**src/rtl/scan_test_ctrl.sv**
```systemverilog
// scan_test_ctrl: drives scan-enable, scan-in and increment of an external
// up-counter through a load / run / unload self-test sequence. The previous
// counter contents and the post-run result are captured, and the result is
// compared against (pattern + run cycles) mod 2^CHAIN_LEN.
module scan_test_ctrl #(
   parameter int CHAIN_LEN = 4,
   parameter int RUN_W     = 4
) (
   input  logic                 BrdClk,
   input  logic                 aReset_n,
   input  logic                 aStart,
   input  logic [CHAIN_LEN-1:0] aPattern,
   input  logic [RUN_W-1:0]     aRunCycles,
   input  logic                 aIncReq,
   input  logic                 bScanOut,
   output logic                 oScanEn,
   output logic                 oScanIn,
   output logic                 oIncrement,
   output logic                 oBusy,
   output logic                 oDone,
   output logic [CHAIN_LEN-1:0] oPrevState,
   output logic [CHAIN_LEN-1:0] oCapture,
   output logic                 oMatch
);

   localparam logic [2:0] IDLE   = 3'd0;
   localparam logic [2:0] LOAD   = 3'd1;
   localparam logic [2:0] RUN    = 3'd2;
   localparam logic [2:0] UNLOAD = 3'd3;
   localparam logic [2:0] DONE   = 3'd4;

   localparam int              CNT_W      = (CHAIN_LEN > 1) ? $clog2(CHAIN_LEN) : 1;
   localparam logic [CNT_W-1:0] LAST_SHIFT = CNT_W'(CHAIN_LEN - 1);

   logic [2:0]           state;
   logic [CHAIN_LEN-1:0] pattern_sr;   // remaining seed bits, MSB is next to shift
   logic [CHAIN_LEN-1:0] expected;
   logic [RUN_W-1:0]     run_n;
   logic [RUN_W-1:0]     run_cnt;
   logic [CNT_W-1:0]     shift_cnt;
   logic                 last_shift;
   logic [CHAIN_LEN-1:0] capture_shift;

   // Shift-position decode and the capture value after this edge's sample
   always_comb begin
      last_shift    = (shift_cnt == LAST_SHIFT);
      capture_shift = {oCapture[CHAIN_LEN-2:0], bScanOut};
   end

   // Sequencer: state, latched test parameters and all registered outputs
   always_ff @(posedge BrdClk or negedge aReset_n) begin
      if (!aReset_n) begin
         state      <= IDLE;
         pattern_sr <= '0;
         expected   <= '0;
         run_n      <= '0;
         run_cnt    <= '0;
         shift_cnt  <= '0;
         oScanEn    <= 1'b0;
         oScanIn    <= 1'b0;
         oIncrement <= 1'b0;
         oBusy      <= 1'b0;
         oDone      <= 1'b0;
         oPrevState <= '0;
         oCapture   <= '0;
         oMatch     <= 1'b0;
      end else begin
         case (state)
            IDLE: begin
               oDone <= 1'b0;
               if (aStart) begin
                  // start wins over a simultaneous increment request
                  state      <= LOAD;
                  pattern_sr <= aPattern;
                  run_n      <= aRunCycles;
                  expected   <= aPattern + CHAIN_LEN'(aRunCycles);
                  shift_cnt  <= '0;
                  oScanEn    <= 1'b1;
                  oScanIn    <= aPattern[CHAIN_LEN-1];
                  oIncrement <= 1'b0;
                  oBusy      <= 1'b1;
               end else begin
                  oScanEn    <= 1'b0;
                  oScanIn    <= 1'b0;
                  oIncrement <= aIncReq;
               end
            end
            LOAD: begin
               oPrevState <= {oPrevState[CHAIN_LEN-2:0], bScanOut};
               if (last_shift) begin
                  shift_cnt <= '0;
                  oScanIn   <= 1'b0;
                  if (run_n == '0) begin
                     // zero run cycles: go straight to unloading
                     state <= UNLOAD;
                  end else begin
                     state      <= RUN;
                     run_cnt    <= run_n - 1'b1;
                     oScanEn    <= 1'b0;
                     oIncrement <= 1'b1;
                  end
               end else begin
                  shift_cnt  <= shift_cnt + 1'b1;
                  pattern_sr <= {pattern_sr[CHAIN_LEN-2:0], 1'b0};
                  oScanIn    <= pattern_sr[CHAIN_LEN-2];
               end
            end
            RUN: begin
               if (run_cnt == '0) begin
                  state      <= UNLOAD;
                  oIncrement <= 1'b0;
                  oScanEn    <= 1'b1;
                  oScanIn    <= 1'b0;
               end else begin
                  run_cnt <= run_cnt - 1'b1;
               end
            end
            UNLOAD: begin
               oCapture <= capture_shift;
               if (last_shift) begin
                  state     <= DONE;
                  shift_cnt <= '0;
                  oScanEn   <= 1'b0;
                  oDone     <= 1'b1;
                  oMatch    <= (capture_shift == expected);
               end else begin
                  shift_cnt <= shift_cnt + 1'b1;
               end
            end
            DONE: begin
               state <= IDLE;
               oDone <= 1'b0;
               oBusy <= 1'b0;
            end
            default: begin
               state      <= IDLE;
               oScanEn    <= 1'b0;
               oScanIn    <= 1'b0;
               oIncrement <= 1'b0;
               oBusy      <= 1'b0;
               oDone      <= 1'b0;
            end
         endcase
      end
   end

endmodule

```
**config.mk**
```make
export PLATFORM = sky130hd
export DESIGN_NAME = scan_test_ctrl
export DESIGN_NICKNAME = d
export VERILOG_FILES = /design/src/rtl/scan_test_ctrl.sv
export SDC_FILE = /design/constraint.sdc
export NUM_CORES = 1
export LEC_CHECK = 0
export CAP_MARGIN = 20
export CORE_MARGIN = 1
export CORE_UTILIZATION = 50
export CTS_CLUSTER_DIAMETER = 60
export DETAILED_ROUTE_END_ITERATION = 6
export GPL_TIMING_DRIVEN = 0
export PLACE_DENSITY = 0.75
export SLEW_MARGIN = 20
export SYNTH_ARGS = -nofsm -noshare
export SYNTH_HDL_FRONTEND = slang
export SYNTH_SLANG_ARGS = --single-unit
```
**constraint.sdc**
```tcl
create_clock -name BrdClk -period 4.6 [get_ports BrdClk]
set_clock_uncertainty 0.2 [all_clocks]
set_input_delay 0.92 -clock BrdClk [delete_from_list [all_inputs] [get_ports BrdClk]]
set_output_delay 0.92 -clock BrdClk [all_outputs]
set_load 0.005 [all_outputs]
```
* After elaboration in Yosys (flattened, before gate mapping) *
Cells that the tools add are included.
Widths: inputs -> output; s select.

operators by class
  add/sub/neg operators = 4
  multiplexer cells = 34
  bitwise gates (word level) = 4
  eq/ne operators = 13
  reduce and logical (&&, ||, !) cells = 21

operators by type and width
  operator             number
  $mux 3               6
  $mux 1               14
  $ne 2x2->1 const B   7
  $mux 4               3
  $pmux 3 s4           1
  $reduce_and 2->1     6
  $reduce_and 4->1     3
  $logic_not 4->1      2
  $pmux 1 s4           2
  $pmux 4 s2           1
  $sub 4x1->4 const B  2
  $eq 3x2->1 const B   2
  $pmux 3 s2           1
  $reduce_bool 2->1    3
  $reduce_or 2->1      3
  $pmux 1 s5           1
  $reduce_and 5->1     1
  $add 4x4->4          1
  $eq 4x4->1           1
  $mux 2               2
  $not 1->1            4
  $pmux 1 s2           2
  $pmux 2 s2           1
  $eq 3x1->1 const B   1
  other kinds (6)      6

word-level totals
  input port bits = 13
  bits in registers = 34
  output and inout port bits = 14

* Logic depth before layout (Yosys ltp) *
Gate-level depths: netlist (run 1).

  word-level depth = 4
  gate-level depth with buffers = 8
  mapped depth without buffers = 6

* Least setup slack after synthesis (run 1) *
Ideal clock, no wire load.

  path kind = register to register
  start point = register state[0]
  end point = register run_cnt[2]
  cell stages (with the launch flop) = 8
  buffers on the path = 1
  data required time = 4.270 ns
  clock period less this slack = 2.079 ns
  path slack = 2.521 ns
  data arrival time = 1.749 ns
  library setup time = 0.130 ns
  cell sequence = dfrtp_1 > or3b_1 > buf_2 > mux2i_1 > ha_1 > or2_2 > a21oi_1 > nor3_1

on the way
  word-level cells in the longest chain between the ends = 3
  elaborated cells between the ends (all ways) = 8
  those cells by class = eq/ne (5); mux (1); reduce/logical (2)

ends and longest elaborated chain
  what                                                       RTL line  RTL
  start, declared                                            35        logic [2:0] state;
  start signal, assigned                                     53        state <= IDLE;
  start signal, assigned                                     73        state <= LOAD;
  start signal, assigned                                     95        state <= UNLOAD;
  $eq 3x2->1 or $eq 3x1->1 (tied branches)                   68        case (state)
  $ne 2x2->1 (no line) or $reduce_bool 2->1 (tied branches)  n/a
  $reduce_and 4->1 (no line)                                 n/a
  end signal, assigned                                       98        run_cnt <= run_n - 1'b1;
  end signal, assigned                                       115       run_cnt <= run_cnt - 1'b1;
  end, declared                                              39        logic [RUN_W-1:0] run_cnt;

Parallel ways exist; a longest one is shown, timed or not.
A chain may end at the register's enable or synchronous reset.

* Worst setup path after layout (run 1) *
  start point = input port aStart
  end point = register oScanIn

on the way
  word-level cells in the longest chain between the ends = 2

ends and longest elaborated chain
  what                  RTL line  RTL
  start, declared       11        input logic aStart,
  $mux 1                71        if (aStart) begin
  $pmux 1 s4            68
  end signal, assigned  79        oScanIn <= aPattern[CHAIN_LEN-1];
  end signal, assigned  105       oScanIn <= pattern_sr[CHAIN_LEN-2];
  end, declared         17        output logic oScanIn,

No other way between the ends.

==> results of run 1 <==
-- routing by layer --
| metal | vias up | share of wire, % | track usage (%) |
|---|---|---|---|
| li1 | 659 | - | - |
| met1 | 647 | 45 | 25.8 |
| met2 | 33 | 49 | 36.8 |
| met3 | 5 | 4.5 | 4.41 |
| met4 | 0 | 0.91 | 10.4 |
| met5 | - | 0 | 0 |
-- report_power, final --
part	total (mW)	switching, mW	internal [mW]	leakage (nW)
clock network	0.222	0.0960	0.126	0.0443
registers	0.563	0.116	0.447	0.411
logic	0.703	0.322	0.381	0.529
total	1.49	0.533	0.954	0.984
-- cell families after synthesis --
family	Yosys count	share of synthesized area, %
AND/OR/NAND/NOR	59	17.6
flip-flops	34	48.5
multiplexers	13	8.20
AO/OA/AOI/OAI	31	13.2
XOR/XNOR	8	3.99
buffers and inverters	16	3.78
adder cells (fa/ha/maj)	6	4.71
-- final timing paths --
check,start,endpoint,cells past startpoint
setup / recovery,aStart,oScanIn,3
hold / removal,aReset_n,run_cnt[3],1
setup reg to reg,state[0],run_cnt[2],7
hold reg to reg,expected[2],expected[2],2
max in group asynchronous,aReset_n,oCapture[1],2
min in group BrdClk,expected[2],expected[2],2
-- cell type report --
cell class / count / area, µm² / area share (%)
clock buffer: 6 / 51.3 / 2.36
clock inverter: 1 / 30.0 / 1.38
multi-input combinational: 117 / 837 / 38.5
timing repair buffer: 27 / 283 / 13.0
sequential: 34 / 851 / 39.1
buffer: 9 / 40.0 / 1.84
tap: 46 / 57.6 / 2.65
inverter: 7 / 26.3 / 1.21
-- layout by cell type, fill, tap and decap left out, drive strengths merged, types with 4 or more instances in the layout --
cell	n
nand3	5
clkbuf	11
inv	7
nor3	4
clkdlybuf4s50	25
mux2	11
nor2	8
ha	5
dfrtp	34
xor2	6
nand2	24
a21oi	4
buf	6
o21ai	9
-- flip-flops by register name, summed over array words and instances (netlist names), 2 cells and up --
| name | cells |
|---|---|
| expected | 4 |
| oCapture | 4 |
| oPrevState | 4 |
| run_cnt | 4 |
| run_n | 4 |
| pattern_sr | 3 |
| state | 3 |
| shift_cnt | 2 |
-- stage by stage --
| step | hold WS [ns] | utilization, % | total power, mW | cell area [µm²] | setup slack (ns) |
|---|---|---|---|---|---|
| 6_report | 0.285 | 65.2 | 1.49 | 2180 | 2.09 |
| 5_1_grt | 0.292 | 65.2 | 1.62 | 2180 | 2.02 |
| 4_1_cts | 0.283 | 65.2 | 1.50 | 2180 | 2.13 |
| 3_5_place_dp | 0.292 | 62.8 | 1.27 | 2090 | 1.78 |
| 3_3_place_gp | 0.277 | 62.1 | 1.23 | 2070 | 1.75 |
| 2_1_floorplan | 0.262 | - | 1.02 | 1750 | 2.52 |
==> flow_metrics.tcl, run 1 <==
set metrics [dict create \
    outcome "finished, final reports clean" \
    synth_top_cell_by_area "sky130_fd_sc_hd__dfrtp_1" \
    syn_area_per_cell_um2 10.5 \
    fin_crit_ns 2.51 \
    worst_setup_path_end_kind "flop" \
    slowest_delay_ns 0.83 \
    floorplan.rows 21 \
    rsz0062_at_grt "no" \
    dp_hpwl_um 2660 \
    crit_type "in -> reg" \
    reg2reg_setup_slack_ns 2.38 \
    clkTransAtPathRegs_ns 0.09 \
    yosys.cell_count.top_type "sky130_fd_sc_hd__dfrtp_1" \
    drc 0 \
    proportion_of_layout_cells_with_a_drive_suffix_above_1_pct 14.4 \
    number_of_buffers_on_the_longest_clock_path 2 \
    worst_path_max_fanout 6 \
    clk-insertion-delay-late_ns 0.34 \
    ir_drop_mv 0.303 \
    grt_first_pass_wirelength_um 5770 \
    start_util_pct 52.6 \
    post-cts-setup-buffer-count 0 \
    cts_resized 0 \
    clock_tree_from_tritoncts "built" \
    timing.critical_path.cells "clkdlybuf4s50_1 > nor4b_1 > a221o_1" \
    synth_area_leaders "sky130_fd_sc_hd__dfrtp_1, sky130_fd_sc_hd__mux2_2, sky130_fd_sc_hd__nand2_1" \
    synth.yosys.seq_area_share_pct 48.5 \
    average_via_count_per_standard_cell 5.44 \
    worst_ep_arrival_time_ns 2.59 \
    min-delay-path-class "in -> async" \
    design.portCount 27 \
    share_of_the_clock_period_used_by_the_worst_path_pct 54.7 \
    numCtsBuffers 5 \
    synthesis_warning_total 0 \
    cts.htree.levels 2 \
    final-hold-violation-count 0 \
    worst_slew_pin_slew_ns 0.994 \
    number_of_enable_flip_flop_cells_after_synthesis 0 \
    worst_path_dominant_cell_family "simple AND/OR/NAND/NOR gates" \
    synth.top_cell.area_share_pct 48.5 \
    slew_violations 0 \
    postSynthCellCount 167 \
    clock-sinks 34 \
    timing.setup.tns_ns 0 \
    leakage_nw 0.984 \
    grt_max_degree 21 \
    drt_pass_1_iters 4 \
    number_of_global_route_vias_before_repair 1333 \
    syn_area_mm2 0.00175 \
    yosys-top-cells-count "sky130_fd_sc_hd__dfrtp_1, sky130_fd_sc_hd__nand2_1, sky130_fd_sc_hd__mux2_2" \
    numPlacedInstances 240 \
    nFillCells 301 \
    ys.flop_type "sky130_fd_sc_hd__dfrtp_1" \
    grt_residual_overflow 0 \
    drtIter0Drc 62 \
    post_layout_nonfiller_instances 247 \
    timing.max_slew.rel_slack_pct 32.8 \
    gp_congestion 0.803 \
    grt_use_total_pct 21.5 \
    nets 220 \
    num_antenna_cells 0 \
    die_area_mm2 0.00375 \
    synth_fp_nets 186 \
    crit_buf_inv 1 \
    drt-total-wl_um 3420 \
    hold_buffers 0 \
    critPathSlowestCell "sky130_fd_sc_hd__nor4b_1" \
    cp_data_required_time_ns 4.68 \
    avgRoutedWirePerCell_um 13.9 \
    setup-violations-final 0 \
    antenna_violating_nets_post_route 0 \
    count_of_unique_library_cells_instantiated_by_yosys 46 \
    synth_seq_cells 34 \
    critical_path_startpoint_category "input pin" \
    flow.area_growth_from_synthesis_pct 24.0 \
    pwr_density_cell_mw_per_mm2 684 \
    ys_async_sr_fraction_pct 100 \
    max_freq_ghz 0.398 \
    antenna_found_initial 0 \
    route.vias.total 1344 \
    drv.max_cap_violation_count 0 \
    core_area_mm2 0.00334 \
    clock-root-buffer "sky130_fd_sc_hd__clkbuf_4" \
    fp.dieW_um 61.2 \
    die-height_um 61.2 \
    portBuffers 26 \
]
Power figures use the tool's default switching activity.
==> run 2: changes to the inputs <==
clock period = 2.55 ns   (was 4.6 ns; I/O delays follow)
==> run 2 against run 1 <==
  * Critical path depth grew 4
  * Core utilization increased by 0.30 points
  * Routed wire length about the same
  * Critical endpoint is now run_cnt[2]
==> flow_metrics.tcl, run 2 (synthesis gave the netlist of run 1 again) <==
set metrics [dict create \
    drc 0 \
    critical_path_startpoint_category "flop" \
    mostFrequentLayoutCell "sky130_fd_sc_hd__dfrtp_1" \
    nets 221 \
    timing.max_slew.rel_slack_pct 34.9 \
    timing.critical_path.cells "or3b_1 > buf_2 > mux2i_1 > ha_1 > or2_2 > a21oi_1 > nor3_1" \
    fp.dieW_um 61.2 \
    core_area_mm2 0.00334 \
    share_of_the_clock_period_used_by_the_worst_path_pct 87.1 \
    slew_violations 0 \
    route.vias.total 1342 \
    crit_type "reg -> reg" \
    grt_use_total_pct 21.5 \
    post-cts-setup-buffer-count 0 \
    die_area_mm2 0.00375 \
    setup-violations-final 0 \
    grt_first_pass_wirelength_um 5770 \
    antenna_violating_nets_post_route 0 \
    proportion_of_layout_cells_with_a_drive_suffix_above_1_pct 14.4 \
    drv.max_cap_violation_count 0 \
    clock-root-buffer "sky130_fd_sc_hd__clkbuf_4" \
    avgRoutedWirePerCell_um 13.8 \
    num_antenna_cells 0 \
    antenna_found_initial 0 \
    portBuffers 26 \
    die-height_um 61.2 \
    gp_congestion 0.803 \
    post_route_cell_area_mm2 0.00219 \
    average_via_count_per_standard_cell 5.41 \
    design.portCount 27 \
    final-hold-violation-count 0 \
    outcome "finished, final reports clean" \
    rsz0062_at_grt "no" \
    worst_path_max_fanout 7 \
    dp_hpwl_um 2660 \
    leakage_nw 0.988 \
    worst_slew_pin_slew_ns 0.963 \
    start_util_pct 52.6 \
    worst_setup_path_end_kind "flop" \
    slowest_delay_ns 0.47 \
    most-common-layout-cells "sky130_fd_sc_hd__dfrtp_1, sky130_fd_sc_hd__clkdlybuf4s50_1, sky130_fd_sc_hd__nand2_1, sky130_fd_sc_hd__mux2_2" \
    flow.area_growth_from_synthesis_pct 24.6 \
    clkTransAtPathRegs_ns 0.09 \
    ir_drop_mv 0.546 \
    number_of_buffers_on_the_longest_clock_path 2 \
    pwr_density_cell_mw_per_mm2 1230 \
    clock-sinks 34 \
    worst_ep_arrival_time_ns 2.25 \
    drtIter0Drc 44 \
    clk-insertion-delay-late_ns 0.34 \
    fin_crit_ns 2.22 \
    critPathSlowestCell "sky130_fd_sc_hd__dfrtp_1" \
    worst_path_dominant_cell_family "simple AND/OR/NAND/NOR gates" \
    dpl_cell_area_mm2 0.00209 \
    cts.htree.levels 2 \
    min-delay-path-class "reg -> reg" \
    clock_tree_from_tritoncts "built" \
    timing.setup.tns_ns 0 \
    grt_max_degree 21 \
    cp_data_required_time_ns 2.58 \
    drt_pass_1_iters 4 \
    drt-total-wl_um 3420 \
    max_freq_ghz 0.450 \
    numCtsBuffers 5 \
    hold_buffers 1 \
    floorplan.rows 21 \
    crit_buf_inv 1 \
    cts_resized 0 \
    number_of_global_route_vias_before_repair 1333 \
    grt_residual_overflow 0 \
]
## run 2: cell count changes in the layout (fill, tap and decap cells not counted)
cell,change
sky130_fd_sc_hd__dlygate4sd3_1,+1
## run 2: per-stage QoR
step / hold slack (ns) / instances / util [%] / worst slack [ns] / total power [mW]
global placement: 0.277 / 239 / 62.1 / 0.115 / 2.22
global route: 0.337 / 248 / 65.5 / 0.207 / 2.92
finish: 0.305 / 248 / 65.5 / 0.328 / 2.68
floorplan: 0.0144 / 167 / - / 0.471 / 1.84
CTS: 0.315 / 248 / 65.5 / 0.317 / 2.71
detailed placement: 0.249 / 240 / 62.8 / 0.141 / 2.30
## run 2: final cells by class
cell class                      instances  area (µm²)
Buffer                                  9        40.0
Inverter                                7        26.3
Clock inverter                          1        30.0
Timing Repair Buffer                   28         293
Fill cell                             300        1150
Clock buffer                            6        51.3
Sequential cell                        34         851
Multi-Input combinational cell        117         837
Tap cell                               46        57.6
## run 2: metal layers
layer | track usage [%] | wire (µm)
met5 | 0 | 0
met1 | 25.8 | 1560
met2 | 36.8 | 1680
met3 | 4.41 | 150
met4 | 10.4 | 31
## run 2: final timing paths
path,endpoint,slack (ns),cells past startpoint,from
worst max-delay path,run_cnt[2],0.33,7,state[0]
worst min-delay path,expected[2],0.31,2,expected[2]
worst max register to register,run_cnt[2],0.33,7,state[0]
worst min register to register,expected[2],0.31,2,expected[2]
max in group asynchronous,oCapture[1],1.33,3,aReset_n
min in group asynchronous,run_cnt[3],0.41,2,aReset_n
## run 2: report_power, final
group	internal (mW)	switching (mW)	total, mW
clock	0.228	0.173	0.401
sequential	0.806	0.209	1.01
combinational	0.688	0.580	1.27
total	1.72	0.962	2.68
## run 2: worst register-to-register path: cells and delay by family (launching register included)
kind	cells	cell delay, ns
simple gates	3	0.73
flops	1	0.47
mux	1	0.15
buf+inv	1	0.18
compound gates	1	0.14
fa+ha+maj	1	0.25
